==> config.mk <==
export PLATFORM = sky130hd
export DESIGN_NAME = scan_sequencer
export DESIGN_NICKNAME = d
export VERILOG_FILES = /design/src/rtl/scan_sequencer.sv
export SDC_FILE = /design/constraint.sdc
export NUM_CORES = 1
export LEC_CHECK = 0
export ABC_AREA = 1
export BUFFER_PORTS_ARGS = -buffer_cell sky130_fd_sc_hd__buf_2
export CORE_MARGIN = 5
export CORE_UTILIZATION = 30
export DETAILED_ROUTE_END_ITERATION = 6
export SLEW_MARGIN = 0
export SYNTH_ARGS = -nofsm -noshare
export SYNTH_HDL_FRONTEND = slang
export SYNTH_SLANG_ARGS = --single-unit
==> constraint.sdc <==
create_clock -name clk -period 4.4 [get_ports clk]
set_clock_uncertainty 0.1 [all_clocks]
set_input_delay 0.44 -clock clk [delete_from_list [all_inputs] [get_ports clk]]
set_output_delay 0.44 -clock clk [all_outputs]
set_load 0.01 [all_outputs]
==> src/rtl/scan_sequencer.sv <==
// scan_sequencer: steps an N-bit select through the enabled positions of a
// 2**N-way group, holding each for a programmable dwell and inserting an
// optional dead-time between positions (break-before-make). x/en feed a
// one-hot decoder directly; every output comes straight from a flop.
//
// Interface behaviour: there is no valid/ready handshake. run is a level;
// mask is consumed only when a new position is chosen; div and blank are
// consumed only when the dwell or blank counter is loaded.
module scan_sequencer #(
  parameter int N     = 3,
  parameter int DIV_W = 16,
  parameter int BLK_W = 4
) (
  input  logic                clk,
  input  logic                reset,
  input  logic                run,
  input  logic [DIV_W-1:0]    div,
  input  logic [BLK_W-1:0]    blank,
  input  logic [(2**N)-1:0]   mask,
  output logic [N-1:0]        x,
  output logic                en,
  output logic                wrap,
  output logic [1:0]          dbg_state
);

  localparam int POS = 2**N;

  typedef enum logic [1:0] {
    IDLE  = 2'd0,
    DWELL = 2'd1,
    BLANK = 2'd2
  } state_t;

  state_t           state, state_n;
  logic [N-1:0]     x_n;
  logic             en_n;
  logic             wrap_n;
  logic [DIV_W-1:0] dcnt, dcnt_n;
  logic [BLK_W-1:0] bcnt, bcnt_n;

  logic [N-1:0]     low_idx;
  logic [N-1:0]     nxt_idx;
  logic [N-1:0]     cand;
  logic             advance;

  assign dbg_state = state;

  // Position search: lowest enabled bit (for start-up) and the first enabled
  // bit circularly above x (for advancing). Scanning from the far end down
  // lets the nearest hit overwrite earlier ones. A distance of POS wraps to
  // x itself, which covers the single-position case.
  always_comb begin
    low_idx = '0;
    for (int i = POS - 1; i >= 0; i--) begin
      if (mask[i]) low_idx = N'(i);
    end
    nxt_idx = x;
    cand    = x;
    for (int k = POS; k >= 1; k--) begin
      cand = x + N'(k);
      if (mask[cand]) nxt_idx = cand;
    end
  end

  // Next-state and registered-output logic for the IDLE/DWELL/BLANK FSM.
  always_comb begin
    state_n = state;
    x_n     = x;
    en_n    = 1'b0;
    wrap_n  = 1'b0;
    dcnt_n  = dcnt;
    bcnt_n  = bcnt;
    advance = 1'b0;

    case (state)
      IDLE: begin
        if (run && (|mask)) begin
          x_n     = low_idx;
          dcnt_n  = div;
          state_n = DWELL;
          en_n    = 1'b1;
        end
      end

      DWELL: begin
        en_n = 1'b1;
        if (!run) begin
          state_n = IDLE;
          en_n    = 1'b0;
        end else if (dcnt != '0) begin
          dcnt_n = dcnt - 1'b1;
        end else if (blank == '0) begin
          advance = 1'b1;
        end else begin
          // blank-1 because the transition cycle itself is not counted;
          // BLANK then lasts exactly 'blank' cycles.
          bcnt_n  = blank - 1'b1;
          state_n = BLANK;
          en_n    = 1'b0;
        end
      end

      BLANK: begin
        if (!run) begin
          state_n = IDLE;
        end else if (bcnt != '0) begin
          bcnt_n = bcnt - 1'b1;
        end else begin
          advance = 1'b1;
        end
      end

      default: begin
        state_n = IDLE;
      end
    endcase

    // Common advance path from DWELL (no dead-time) or end of BLANK.
    // x and en change on the same edge, so en never rises on a stale x.
    if (advance) begin
      if (|mask) begin
        x_n     = nxt_idx;
        dcnt_n  = div;
        state_n = DWELL;
        en_n    = 1'b1;
        wrap_n  = (nxt_idx <= x);
      end else begin
        state_n = IDLE;
        en_n    = 1'b0;
      end
    end
  end

  // State, outputs and counters; reset wins over everything else.
  always_ff @(posedge clk) begin
    if (reset) begin
      state <= IDLE;
      x     <= '0;
      en    <= 1'b0;
      wrap  <= 1'b0;
      dcnt  <= '0;
      bcnt  <= '0;
    end else begin
      state <= state_n;
      x     <= x_n;
      en    <= en_n;
      wrap  <= wrap_n;
      dcnt  <= dcnt_n;
      bcnt  <= bcnt_n;
    end
  end

endmodule

# --- Yosys cells after proc, flatten, opt, wreduce, memory -nomap -nowiden ---
# Cells that the tools add are included.
# W data, S select, Z words.
classes:
  order_cmp: 8
  bitwise: 2
  reduce_logical: 10
  muxes: 65
  add_sub_neg: 10
  eq_ne: 11
ops:
  columns: ["cell", "n"]
  rows:
  - ["$mux W16", 5]
  - ["$mux W3", 19]
  - ["$pmux W16 S2", 1]
  - ["$lt A3 B4 Y1 const B", 7]
  - ["$bmux W1 S3", 7]
  - ["$mux W4", 5]
  - ["$mux W1", 18]
  - ["$reduce_bool A16 Y1", 1]
  - ["$sub A16 B1 Y16 const B", 1]
  - ["$add A3 B3 Y3 const B", 4]
  - ["$mux W2", 6]
  - ["$ne A2 B2 Y1 const B", 5]
  - ["$ne A4 B4 Y1 const B", 2]
  - ["$pmux W4 S2", 1]
  - ["$reduce_or A8 Y1", 1]
  - ["$sub A4 B1 Y4 const B", 2]
  - ["$add A3 B2 Y3 const B", 2]
  - ["$ne A3 B3 Y1 const B", 2]
  - ["$pmux W2 S3", 1]
  - ["$reduce_and A6 Y1", 1]
  - ["$logic_not A4 Y1", 1]
  - ["$pmux W1 S2", 2]
  - ["$reduce_and A4 Y1", 1]
  - ["$reduce_bool A4 Y1", 1]
  - ["other kinds (9)", 10]
totals:
  inputBits: 31
  word_cells: 112
  reg_bits: 27

# --- Logic depth before layout (Yosys ltp) ---
# Gate-level depths: netlist of run 1.
logic_depth:
  ltp_word: 12
  depth_mapped: 23
  depth_no_buf: 21

# --- Least setup slack after synthesis of run 1 ---
# No wires, ideal clock.
synth_path:
  path_type: "reg-to-reg"
  start: "register x[0]"
  end: "register wrap"
  period_less_slack_ns: 2.883
  n_path_buf: 3
  setup_ns: 0.130
  slack_ns: 1.517
  required_time_ns: 4.170
  arrival_time_ns: 2.654
  path_stages_with_launch: 22
  path_cell_list: "dfxtp_1 > buf_4 > inv_2 > buf_6 > ha_1 > clkbuf_1 > inv_1 > nand3_1 > nand3_1 > nand2_1 > inv_1 > o21a_1 > nand2_1 > nand2_1 > nand2_1 > nand2_1 > nand2_1 > inv_1 > ha_1 > nand3b_1 > a32oi_1 > nor3_1"
synth_between:
  elab_chain_cells: 11
synth_lines:
  columns: ["element", "line_no", "text"]
  rows:
  - ["start, declared", "20", "output logic [N-1:0] x,"]
  - ["start signal, assigned", "145", "x <= x_n;"]
  - ["$add A3 B3 Y3", "60", "cand = x + N'(k);"]
  - ["$bmux W1 S3", "61", "if (mask[cand]) nxt_idx = cand;"]
  - ["$mux W1 (not written as such)", "61", null]
  - ["$mux W3 (7 in a row)", "61", null]
  - ["$le A3 B3 Y1 (*)", "126", "wrap_n = (nxt_idx <= x);"]
  - ["end signal, assigned", "147", "wrap <= wrap_n;"]
  - ["end, declared", "22", "output logic wrap,"]
# Mark *: on every way between the ends. The rest lies on a longest branch, timed or not. The select of a mux whose other input is x is not followed.
# A chain may end at the register's enable or synchronous reset.

# --- Final worst setup path of run 1 ---
layout_path:
  start: "register x[1]"
  end: "register wrap"
# The elaborated chain is that of the path after synthesis.

==> summary.txt, run 1 <==
CTS
  • Sink Count: 27
  • Hold-fix buffers, CTS: 0
  • Clock Latency Late Sink: roughly 280 ps
  • Num CTS Buffers: 3
  • Clock-pin slew on the worst setup and hold paths: 100 ps
  • Post-CTS Resized: 0
  • Post-CTS Setup Inserts: 0
  • Max Buffers Root-to-Sink: 2
  • Root Buffer: clkbuf_8
  • CTS tree: yes
  • H-tree depth: 1

Floorplan
  • Die Ht: 105 µm
  • Rows: 34
  • Initial core utilization: 0.309
  • Die X: 105 µm
  • Core box area: 8760 µm²
  • Top-Level Pins: 38
  • DIE AREA: ~11000 µm²

STA
  • Worst rel slew slack: 0.664
  • Max-slew violations: 0
  • Period utilization: 0.708
  • Peak Freq: between 300 and 400 MHz
  • Setup TNS: 0 ps
  • Slew at the pin closest to its max-slew limit: 504 ps
  • RSZ-0062 raised after global routing: no
  • Min cycle time layout: approximately 3100 ps
  • Final Hold Viols: 0
  • Setup Viol. Count Final: 0

Cells and area
  • P&R area growth vs syn: 9.89%
  • Fill cells: 1000
  • Layout Cells excl Fill: around 600
  • Fin nets: about 530
  • Layout cells sized above 1: 0.119
  • Ant. Diodes: 0

Critical path
  • Worst setup EP type: flop
  • CP startpoint kind: flop
  • Crit-path max FO: 12
  • Worst setup path class: reg -> reg
  • Critical Path RT: around 4500 ps
  • Crit path arrival time: around 3200 ps

Yosys
  • Async set-reset flop share out of synthesis: 0
  • Mapped Area: 2710 µm²
  • Top post-synthesis cells by area: dfxtp_1, nand2_1, o21ai_0
  • Syn Area/Cell: approximately 6 µm²
  • Post-synth EDFFs: 0
  • Yosys cell types: 41
  • Synth Warn #: 0
  • Synth Flop Type: dfxtp_1
  • Seq/Total Area, Yosys: 0.200
  • Synth Net Count: 505
  • Register bit total from synthesis: 27
  • Synth Instances: roughly 460
  • Top cell type's share of synthesized area: 0.200
  • Yosys top cell by area: dfxtp_1

Pwr
  • Leakage power: between 1 and 1.5 nW
  • Pwr Total: roughly 1.9 mW
  • VDD IR-drop max: between 0.0003 and 0.0004 V
  • Pwr/cell area: between 600 and 700 nW/µm²

Detailed routing
  • Final WL: ~7.6 mm
  • TritonRoute pass-1 iters: 5
  • ANT nets after route: 0
  • Via density: approximately 5
  • Vias: 2986
  • # DRC: 0
  • Wire per inst: ~13 µm
  • Initial drt markers: 179

GRT
  • Vias in the first global route: ~2800
  • Initial antenna violation count: 0
  • Largest net degree at the start of global routing: 35
  • Remaining Overflow, GRT: 0
  • Total track usage: 0.136
  • First-pass GRT wire length: between 10 and 15 mm

Place
  • Detailed placement HPWL: 5.94 mm
  • GP Congestion: 0.899
  • Port bufs: 37
  • Cell total after placement: around 600

Job
  • Max-Cap Viols: 0

Worst hold path
  • HP Class: in -> reg

Status
  • Run status: finished clean
cell families (layout without fill, tap and decap cells):
kind of cell | Yosys count | count (layout) | share of synthesized area
compound gates | 102 | 102 | 0.215
flops | 27 | 27 | 0.200
buf+inv | 75 | 100 | 0.118
fa+ha+maj | 10 | 10 | 0.0462
simple gates | 234 | 234 | 0.370
xor+xnor | 16 | 16 | 0.0518
cell usage after synthesis (4+ instances only):
master	count
a21oi_1	29
clkbuf_1	7
dfxtp_1	27
ha_1	10
inv_1	56
nand2_1	135
nand2_2	4
nand3_1	39
nor2_1	38
nor3_1	4
o211ai_1	8
o21ai_0	46
o22ai_1	4
xnor2_1	4
xor2_1	12
per-stage QoR:
step	cell area, µm²	util	hold slack, ps	setup slack (ps)
after CTS	2970	0.339	292	1310
after floorplan	2710	-	345	1520
after detailed placement	2930	0.334	383	1330
after global placement	2930	0.334	382	1480
after global routing	2970	0.339	285	958
final	2970	0.339	297	1290
flip-flops by register name, summed over array words and instances (netlist names):
register	cells
x	3
bcnt	4
wrap	1
en	1
dbg_state	2
dcnt	16
path summary, 6_finish.rpt:
check	slack (ps)	from	end	depth (start not counted)
setup reg to reg	1290	x[1]	wrap	19
hold reg to reg	400	bcnt[2]	bcnt[2]	2
setup / recovery	1290	x[1]	wrap	19
hold / removal	300	div[7]	dcnt[7]	3
per-layer routing:
metal / up-vias / track usage / wire, µm
met1: 1337 / 0.180 / 3520
met4: 0 / 0.0228 / 65
met2: 77 / 0.235 / 3560
li1: 1564 / - / -
met5: - / 0 / 0
met3: 8 / 0.0240 / 423
layout make-up:
type                       count  area (µm²)  share of cell area
clock buffer                   4        45.0              0.0151
multi-input combinational    362        1850               0.621
timing repair buffer          37         185              0.0623
inverter                      59         221              0.0745
sequential                    27         541               0.182
tap                          108         135              0.0454
cells in the final DEF (no fill, tap or decap), types with 3 or more instances in the layout:
master	n
a21oi_1	29
a21oi_2	3
a41oi_1	3
buf_2	37
clkbuf_8	3
dfxtp_1	27
ha_1	10
inv_1	56
inv_2	3
nand2_1	135
nand2_2	4
nand3_1	39
nor2_1	38
nor3_1	4
o211ai_1	8
o21ai_0	46
o22ai_1	4
xnor2_1	4
xor2_1	12
where the power goes:
group	internal [mW]	switching, mW	leakage (nW)
Combinational	0.482	0.822	1.22
Sequential	0.324	0.106	0.222
Clock	0.0653	0.0888	0.0228
worst max-delay path, stage by stage, from the launching register on:
cell and delay, ps:
dfxtp_1 490, inv_1 270, ha_1 500, inv_1 150, nand3_1 150, nand3_1 120
nand2_1 80, nand3_1 60, nand2_1 60, nand2_1 50, nand2_1 50, nand2_1 40
nand2_1 60, nand2_1 50, nand2_1 70, nand2_1 50, ha_1 300, a21oi_1 130
a32oi_1 60, nor3_1 180
Power figures use the tool's default switching activity.
==> inputs of run 2 (changes only) <==
--- a/config.mk
+++ b/config.mk
@@ -5,7 +5,7 @@
 export SDC_FILE = /design/constraint.sdc
 export NUM_CORES = 1
 export LEC_CHECK = 0
-export ABC_AREA = 1
+export ABC_AREA = 0
 export BUFFER_PORTS_ARGS = -buffer_cell sky130_fd_sc_hd__buf_2
 export CORE_MARGIN = 5
 export CORE_UTILIZATION = 30
==> constraint.sdc (replaced) <==
create_clock -name clk -period 3.1 [get_ports clk]
set_clock_uncertainty 0.1 [all_clocks]
set_input_delay 0.31 -clock clk [delete_from_list [all_inputs] [get_ports clk]]
set_output_delay 0.31 -clock clk [all_outputs]
set_load 0.01 [all_outputs]
==> run 2 against run 1 <==
Net effect: sequential cell count stayed put; power decreased by 25%; via count is 13% lower; clock power rose by 45%; setup slack worse by 1200 ps; synthesized area down 5.4%; register-to-register slack lost 1200 ps; design area up 2.2%; worst hold slack got worse by 190 ps; critical endpoint unchanged; largest cell class unchanged.
==> summary.txt, run 2 <==
Critical path
  • Setup slack, reg-to-reg: 110 ps (-1170 ps)
  • Worst setup path class: reg -> reg
  • FF-to-FF path depth: 13 (-6)
  • Crit path arrival time: 3110 ps (-110 ps)
  • Cells along the critical path: inv_4 -> ha_4 -> mux4_2 -> mux2i_4 -> a211o_1 -> a31oi_1 -> o311a_1 -> nor2_2 -> ha_1 -> a21o_1 -> a21oi_1 -> a31oi_1 -> nor2_1
  • CP startpoint: x[0]
  • Critical Path RT: 3220 ps (-1280 ps)
  • Crit-path max FO: 6 (-6)
  • CP most frequent cell: a31oi_1
  • Worst setup EP type: flop
  • Worst r2r src: x[0]
  • Reg2reg end: wrap
  • Slowest cell delay on critical path: 560 ps (+60 ps)
  • CP startpoint kind: flop
  • CP endpoint: wrap
  • Worst path slowest cell: mux4_2

Yosys
  • Async set-reset flop share out of synthesis: 0 (unchanged)
  • Top cell type's share of synthesized area: 0.211 (+0.0113)
  • Post-synth EDFFs: 0 (unchanged)
  • Seq/Total Area, Yosys: 0.211 (+0.0113)
  • Top post-synthesis cells by area: dfxtp_1, mux4_2, ha_1
  • Syn Area/Cell: 8.18 µm² (+40%)
  • Mapped Area: 2560 µm² (-5.4%)
  • Yosys cell types: 68 (+66%)
  • Synth Net Count: 354 (-30%)
  • Synth Warn #: 0 (unchanged)
  • Synth Flop Type: dfxtp_1
  • Register bit total from synthesis: 27 (unchanged)
  • Top post-synthesis cells by count: dfxtp_1, nand2_1, a21oi_1
  • Yosys top cell by area: dfxtp_1
  • Synth Instances: 313 (-33%)

Floorplan
  • Rows: 33 (-2.9%)
  • Top-Level Pins: 38 (unchanged)
  • Die X: 102 µm (-2.5%)
  • Core box area: 8260 µm² (-5.8%)
  • Initial core utilization: 0.310 (+0.00133)
  • DIE AREA: 10500 µm² (-4.9%)
  • Die Ht: 102 µm (-2.5%)

CTS
  • Root Buffer: clkbuf_8
  • Max Buffers Root-to-Sink: 2 (unchanged)
  • Clock-pin slew on the worst setup and hold paths: 110 ps (about the same)
  • Num CTS Buffers: 3 (unchanged)
  • Sink Count: 27 (unchanged)
  • Hold-fix buffers, CTS: 0 (unchanged)
  • CTS tree: yes
  • Clock Latency Late Sink: 290 ps (about the same)
  • H-tree depth: 1 (unchanged)

STA
  • Slew at the pin closest to its max-slew limit: 704 ps (+200 ps)
  • Period utilization: 0.963 (+0.255)
  • Max-slew violations: 0 (unchanged)
  • Min cycle time layout: 2990 ps (-129 ps)
  • Final Hold Viols: 0 (unchanged)
  • Hold_ws: 110 ps (-186 ps)
  • Worst rel slew slack: 0.527 (-0.137)
  • Setup Viol. Count Final: 0 (unchanged)
  • Peak Freq: 335 MHz (+4.3%)

Cells and area
  • Multi-input logic area: 1900 µm² (+2.9%)
  • Ant. Diodes: 0 (unchanged)
  • Fill cells: 860 (-14%)
  • Commonest non-fill, non-tap cell in the layout: buf_2
  • Biggest regs: dcnt (16), bcnt (4), x (3)
  • P&R area growth vs syn: 18.7%
  • Layout cells sized above 1: 0.264 (+0.145)
  • Fin nets: 398 (-25%)
  • Max reg flops: 16 (unchanged)
  • Layout Cells excl Fill: 461 (-23%)
  • Biggest register: dcnt
  • Commonest cells after routing, fill and taps aside: buf_2, nand2_1, dfxtp_1, a21oi_1, inv_1
  • Register area: 546 µm² (+0.93%)

Detailed routing
  • Initial drt markers: 164 (-8.4%)
  • Via density: 5.65 (+13%)
  • # DRC: 0 (unchanged)
  • Wire per inst: 15.4 µm (+21%)
  • Vias: 2603 (-13%)
  • TritonRoute pass-1 iters: 5 (unchanged)
  • ANT nets after route: 0 (unchanged)
  • Final WL: 7.08 mm (-6.4%)

Place
  • Port bufs: 37 (unchanged)
  • Cell total after placement: 453 (-24%)
  • Detailed placement HPWL: 5.23 mm (-12%)
  • GP Congestion: 0.900 (+0.18%)

Pwr
  • Pwr/cell area: 467 nW/µm² (-26%)
  • VDD IR-drop max: 0.000214 V (-40%)
  • Leakage power: 1.16 nW (-20%)

GRT
  • Remaining Overflow, GRT: 0 (unchanged)
  • Largest net degree at the start of global routing: 23 (-34%)
  • First-pass GRT wire length: 11.4 mm (-11%)
  • Vias in the first global route: 2415 (-13%)
  • Total track usage: 0.133 (-0.00340)
  • Initial antenna violation count: 0 (unchanged)

Worst hold path
  • HP Class: in -> reg

Status
  • Run status: finished clean

Job
  • Max-Cap Viols: 0 (unchanged)
run 2: changes by cell type after synthesis, moves of 6 or more:
cell     delta
nand2_1   -108
inv_1      -36
o21ai_0    -34
nand3_1    -29
nor2_1     -20
xor2_1     -11
a22o_1     +10
a31oi_1    +10
mux2i_1     +8
a21oi_1     -6
mux4_2      +6
nor3_1      +6
run 2: area by class of cell:
class	count	area share
clock inverter	1	0.00206
timing repair buffer	55	0.109
tap	105	0.0432
sequential	27	0.179
multi-input combinational	249	0.625
clock buffer	3	0.0136
inverter	21	0.0272
run 2: stage by stage:
stage,TNS [ps],cell area [µm²],power (mW),worst slack (ps),util
2_1_floorplan,-89.2,2600,0.986,-89.2,-
3_3_place_gp,0,2940,1.17,87.8,0.355
3_5_place_dp,0,2940,1.18,47.3,0.355
4_1_cts,0,2980,1.41,22.1,0.361
5_1_grt,-5.59,3040,1.53,-5.59,0.368
6_report,0,3040,1.42,115,0.368
run 2: worst min path at each step:
stage                     startpoint           end  slack [ps]  depth (start not counted)
after floorplan                reset  dbg_state[1]         290                          1
after global placement       bcnt[3]       bcnt[3]         360                          2
after CTS                     div[8]       dcnt[8]         110                          2
after detailed placement     bcnt[3]       bcnt[3]         370                          2
after global routing         div[10]      dcnt[10]         110                          2
final                         div[8]       dcnt[8]         110                          2
run 2: logic make-up after synthesis:
| group | share of synthesized area |
|---|---|
| AOI/OAI and AO/OA | 0.320 |
| xor gates and xnor gates | 0.0166 |
| adders and majority gates | 0.0489 |
| buffers and inverters | 0.0625 |
| DFF | 0.211 |
| muxes | 0.132 |
| and+or+nand+nor | 0.209 |
run 2: routing by layer:
layer | track usage | part of all wire | up-vias
li1 | - | - | 1295
met1 | 0.175 | 0.47 | 1231
met2 | 0.229 | 0.48 | 71
met3 | 0.0246 | 0.046 | 6
met4 | 0.0222 | 0.0041 | 0
met5 | 0 | 0 | -
run 2: repair_timing:
| item | 4_1_cts | 5_1_grt |
|---|---|---|
| buffers inserted | 0 | 4 |
| endpoints found under the setup margin | 0 | 1 |
| gates resized for setup | 0 | 5 |
run 2: power by group:
group          switching (mW)  internal [mW]  leakage [nW]  total [mW]
combinational           0.417          0.325         0.913       0.741
clock                   0.131         0.0926        0.0260       0.224
sequential             0.0583          0.396         0.223       0.454
run 2: worst max-delay path: cells and delay by family (launching register included):
family | cells | cell delay, ps
compound gates | 6 | 900
fa+ha+maj | 2 | 540
buf+inv | 1 | 40
flops | 1 | 400
mux | 2 | 750
simple gates | 2 | 180
==> inputs of run 3 (changes only) <==
--- a/config.mk
+++ b/config.mk
@@ -7,9 +7,12 @@
 export LEC_CHECK = 0
 export ABC_AREA = 0
 export BUFFER_PORTS_ARGS = -buffer_cell sky130_fd_sc_hd__buf_2
+export CELL_PAD_IN_SITES_DETAIL_PLACEMENT = 0
+export CELL_PAD_IN_SITES_GLOBAL_PLACEMENT = 1
 export CORE_MARGIN = 5
 export CORE_UTILIZATION = 30
 export DETAILED_ROUTE_END_ITERATION = 6
+export PLACE_DENSITY_LB_ADDON = 0.1
 export SLEW_MARGIN = 0
 export SYNTH_ARGS = -nofsm -noshare
 export SYNTH_HDL_FRONTEND = slang
==> run 3 against run 2 <==
Net effect: critical path depth unchanged; core utilization about the same; global-route usage increased by 1.3 points; worst hold slack improved by 15 ps; sequential cell count unchanged; via count shrank 0.46%; register-to-register slack improved by 20 ps; sequential power about the same; clock power fell by 7%; critical endpoint unchanged.
==> summary.txt, run 3 (same netlist as run 2, synthesis figures left out) <==
STA
  • Worst rel slew slack: 0.652 (+0.126)
  • Peak Freq: 337 MHz (+0.51%)
  • Final Hold Viols: 0 (unchanged)
  • Setup TNS: 0 ps (unchanged)
  • Period utilization: 0.958 (-0.00485)
  • Slew at the pin closest to its max-slew limit: 517 ps (-186 ps)
  • Hold_ws: 125 ps (+15.3 ps)
  • Setup Viol. Count Final: 0 (unchanged)
  • Final setup margin: 130 ps (+15.0 ps)
  • Max-slew violations: 0 (unchanged)
  • Min cycle time layout: 2970 ps (-15.0 ps)

Cells and area
  • P&R area growth vs syn: 18.8% (about the same)
  • Commonest cells after routing, fill and taps aside: buf_2, nand2_1, dfxtp_1, a21oi_1
  • Multi-input logic area: 1890 µm² (-0.59%)
  • Biggest register: dcnt
  • Register area: 546 µm² (unchanged)
  • Biggest regs: dcnt (16), bcnt (4), x (3)
  • Max reg flops: 16 (unchanged)
  • Ant. Diodes: 0 (unchanged)
  • Fill cells: 885 (+2.9%)
  • Commonest non-fill, non-tap cell in the layout: buf_2
  • Fin nets: 400 (+0.50%)
  • Layout cells sized above 1: 0.271 (+0.00690)

CTS
  • Max Buffers Root-to-Sink: 2 (unchanged)
  • Num CTS Buffers: 3 (unchanged)
  • CTS tree: yes
  • Clock Latency Late Sink: 280 ps (about the same)
  • Root Buffer: clkbuf_8
  • Sink Count: 27 (unchanged)
  • Clock-pin slew on the worst setup and hold paths: 100 ps (about the same)
  • H-tree depth: 1 (unchanged)
  • Hold-fix buffers, CTS: 0 (unchanged)

Detailed routing
  • ANT nets after route: 0 (unchanged)
  • Vias: 2591 (-0.46%)
  • TritonRoute pass-1 iters: 4 (-1)
  • Final WL: 7.65 mm (+7.9%)
  • Initial drt markers: 180 (+9.8%)
  • # DRC: 0 (unchanged)
  • Via density: 5.60 (-0.89%)
  • Wire per inst: 16.5 µm (+7.5%)

Floorplan
  • DIE AREA: 10500 µm² (unchanged)
  • Initial core utilization: 0.310 (unchanged)
  • Die X: 102 µm (unchanged)
  • Die Ht: 102 µm (unchanged)
  • Core box area: 8260 µm² (unchanged)
  • Top-Level Pins: 38 (unchanged)
  • Rows: 33 (unchanged)

Pwr
  • VDD IR-drop max: 0.000200 V (-6.7%)
  • NetSw: 0.603 mW (-0.39%)
  • Switch share: 0.425 (-0.00218)
  • Leakage power: 1.16 nW (+0.21%)
  • Clk pwr share: 0.146 (-0.012)
  • Comb pwr share: 0.534 (+0.012)
  • Internal: 0.817 mW (+0.50%)
  • Pwr/cell area: 467 nW/µm² (about the same)
  • Share of power burned in registers: 0.320 (about the same)

Critical path
  • Worst path slowest cell: mux4_2
  • Worst setup EP type: flop
  • Slowest cell delay on critical path: 550 ps (about the same)
  • Crit path buf inv count: 1 (unchanged)
  • CP startpoint kind: flop
  • Crit-path max FO: 4 (-2)
  • Crit path arrival time: 3080 ps (-30 ps)
  • Cells along the critical path: clkinv_2 -> ha_4 -> mux4_2 -> mux2i_4 -> a211o_1 -> a31oi_1 -> o311a_1 -> nor2_1 -> ha_1 -> a21o_1 -> a21oi_2 -> a31oi_1 -> nor2_1
  • Worst setup path class: reg -> reg
  • CP top delay family: compound AO/OA/AOI/OAI gates
  • Critical Path RT: 3210 ps (about the same)

GRT
  • Total track usage: 0.146 (+0.0133)
  • Largest net degree at the start of global routing: 23 (unchanged)
  • Vias in the first global route: 2464 (+2.0%)
  • Initial antenna violation count: 0 (unchanged)
  • Remaining Overflow, GRT: 0 (unchanged)
  • First-pass GRT wire length: 12.2 mm (+7.4%)

Place
  • Dpl ws: 33.1 ps (-14.2 ps)
  • Detailed placement HPWL: 5.78 mm (+11%)
  • GP Congestion: 0.784 (-13%)
  • Port bufs: 37 (unchanged)

Worst hold path
  • HP Class: in -> reg

Job
  • Max-Cap Viols: 0 (unchanged)

Status
  • Run status: finished clean
## run 3: per-stage QoR
step                instance area (µm²)  utilization  std cells  power [mW]
global placement                   2960        0.358        456        1.21
detailed placement                 2960        0.358        456        1.20
CTS                                3000        0.364        460        1.42
global route                       3040        0.368        463        1.54
floorplan                          2600            -        313       0.986
finish                             3040        0.368        463        1.42
## run 3: final timing paths
| check | slack, ps | cells past startpoint | startpoint | end |
|---|---|---|---|---|
| min | 130 | 2 | div[8] | dcnt[8] |
| max | 130 | 13 | x[1] | wrap |
| min reg2reg | 370 | 2 | bcnt[3] | bcnt[3] |
| max reg2reg | 130 | 13 | x[1] | wrap |
## run 3: layout make-up
cell class	count	area share
repair buffers	57	0.114
clock buffers	3	0.0136
multi-input cells	249	0.621
flip-flops and latches	27	0.179
well taps	105	0.0432
inverters	21	0.0271
clock inverters	1	0.00164
## run 3: per-layer routing
metal | share of wire | vias to the layer above | global-route usage
met5 | 0 | - | 0
met4 | 0.012 | 0 | 0.0323
met3 | 0.036 | 7 | 0.0232
met2 | 0.48 | 48 | 0.254
met1 | 0.47 | 1238 | 0.191
li1 | - | 1298 | -
## run 3: timing repair
action / CTS / global route
buffers inserted: 0 / 3
hold endpoints to repair: 0 / 0
gates resized for setup: 0 / 6
setup endpoints to repair: 0 / 1
## run 3: power by group through the flow
stage               Sequential [mW]  Clock (mW)  Combinational [mW]
finish                        0.455       0.208               0.758
global placement              0.462           0               0.743
detailed placement            0.461           0               0.738
global route                  0.463       0.238               0.840
floorplan                     0.451           0               0.535
CTS                           0.454       0.224               0.741
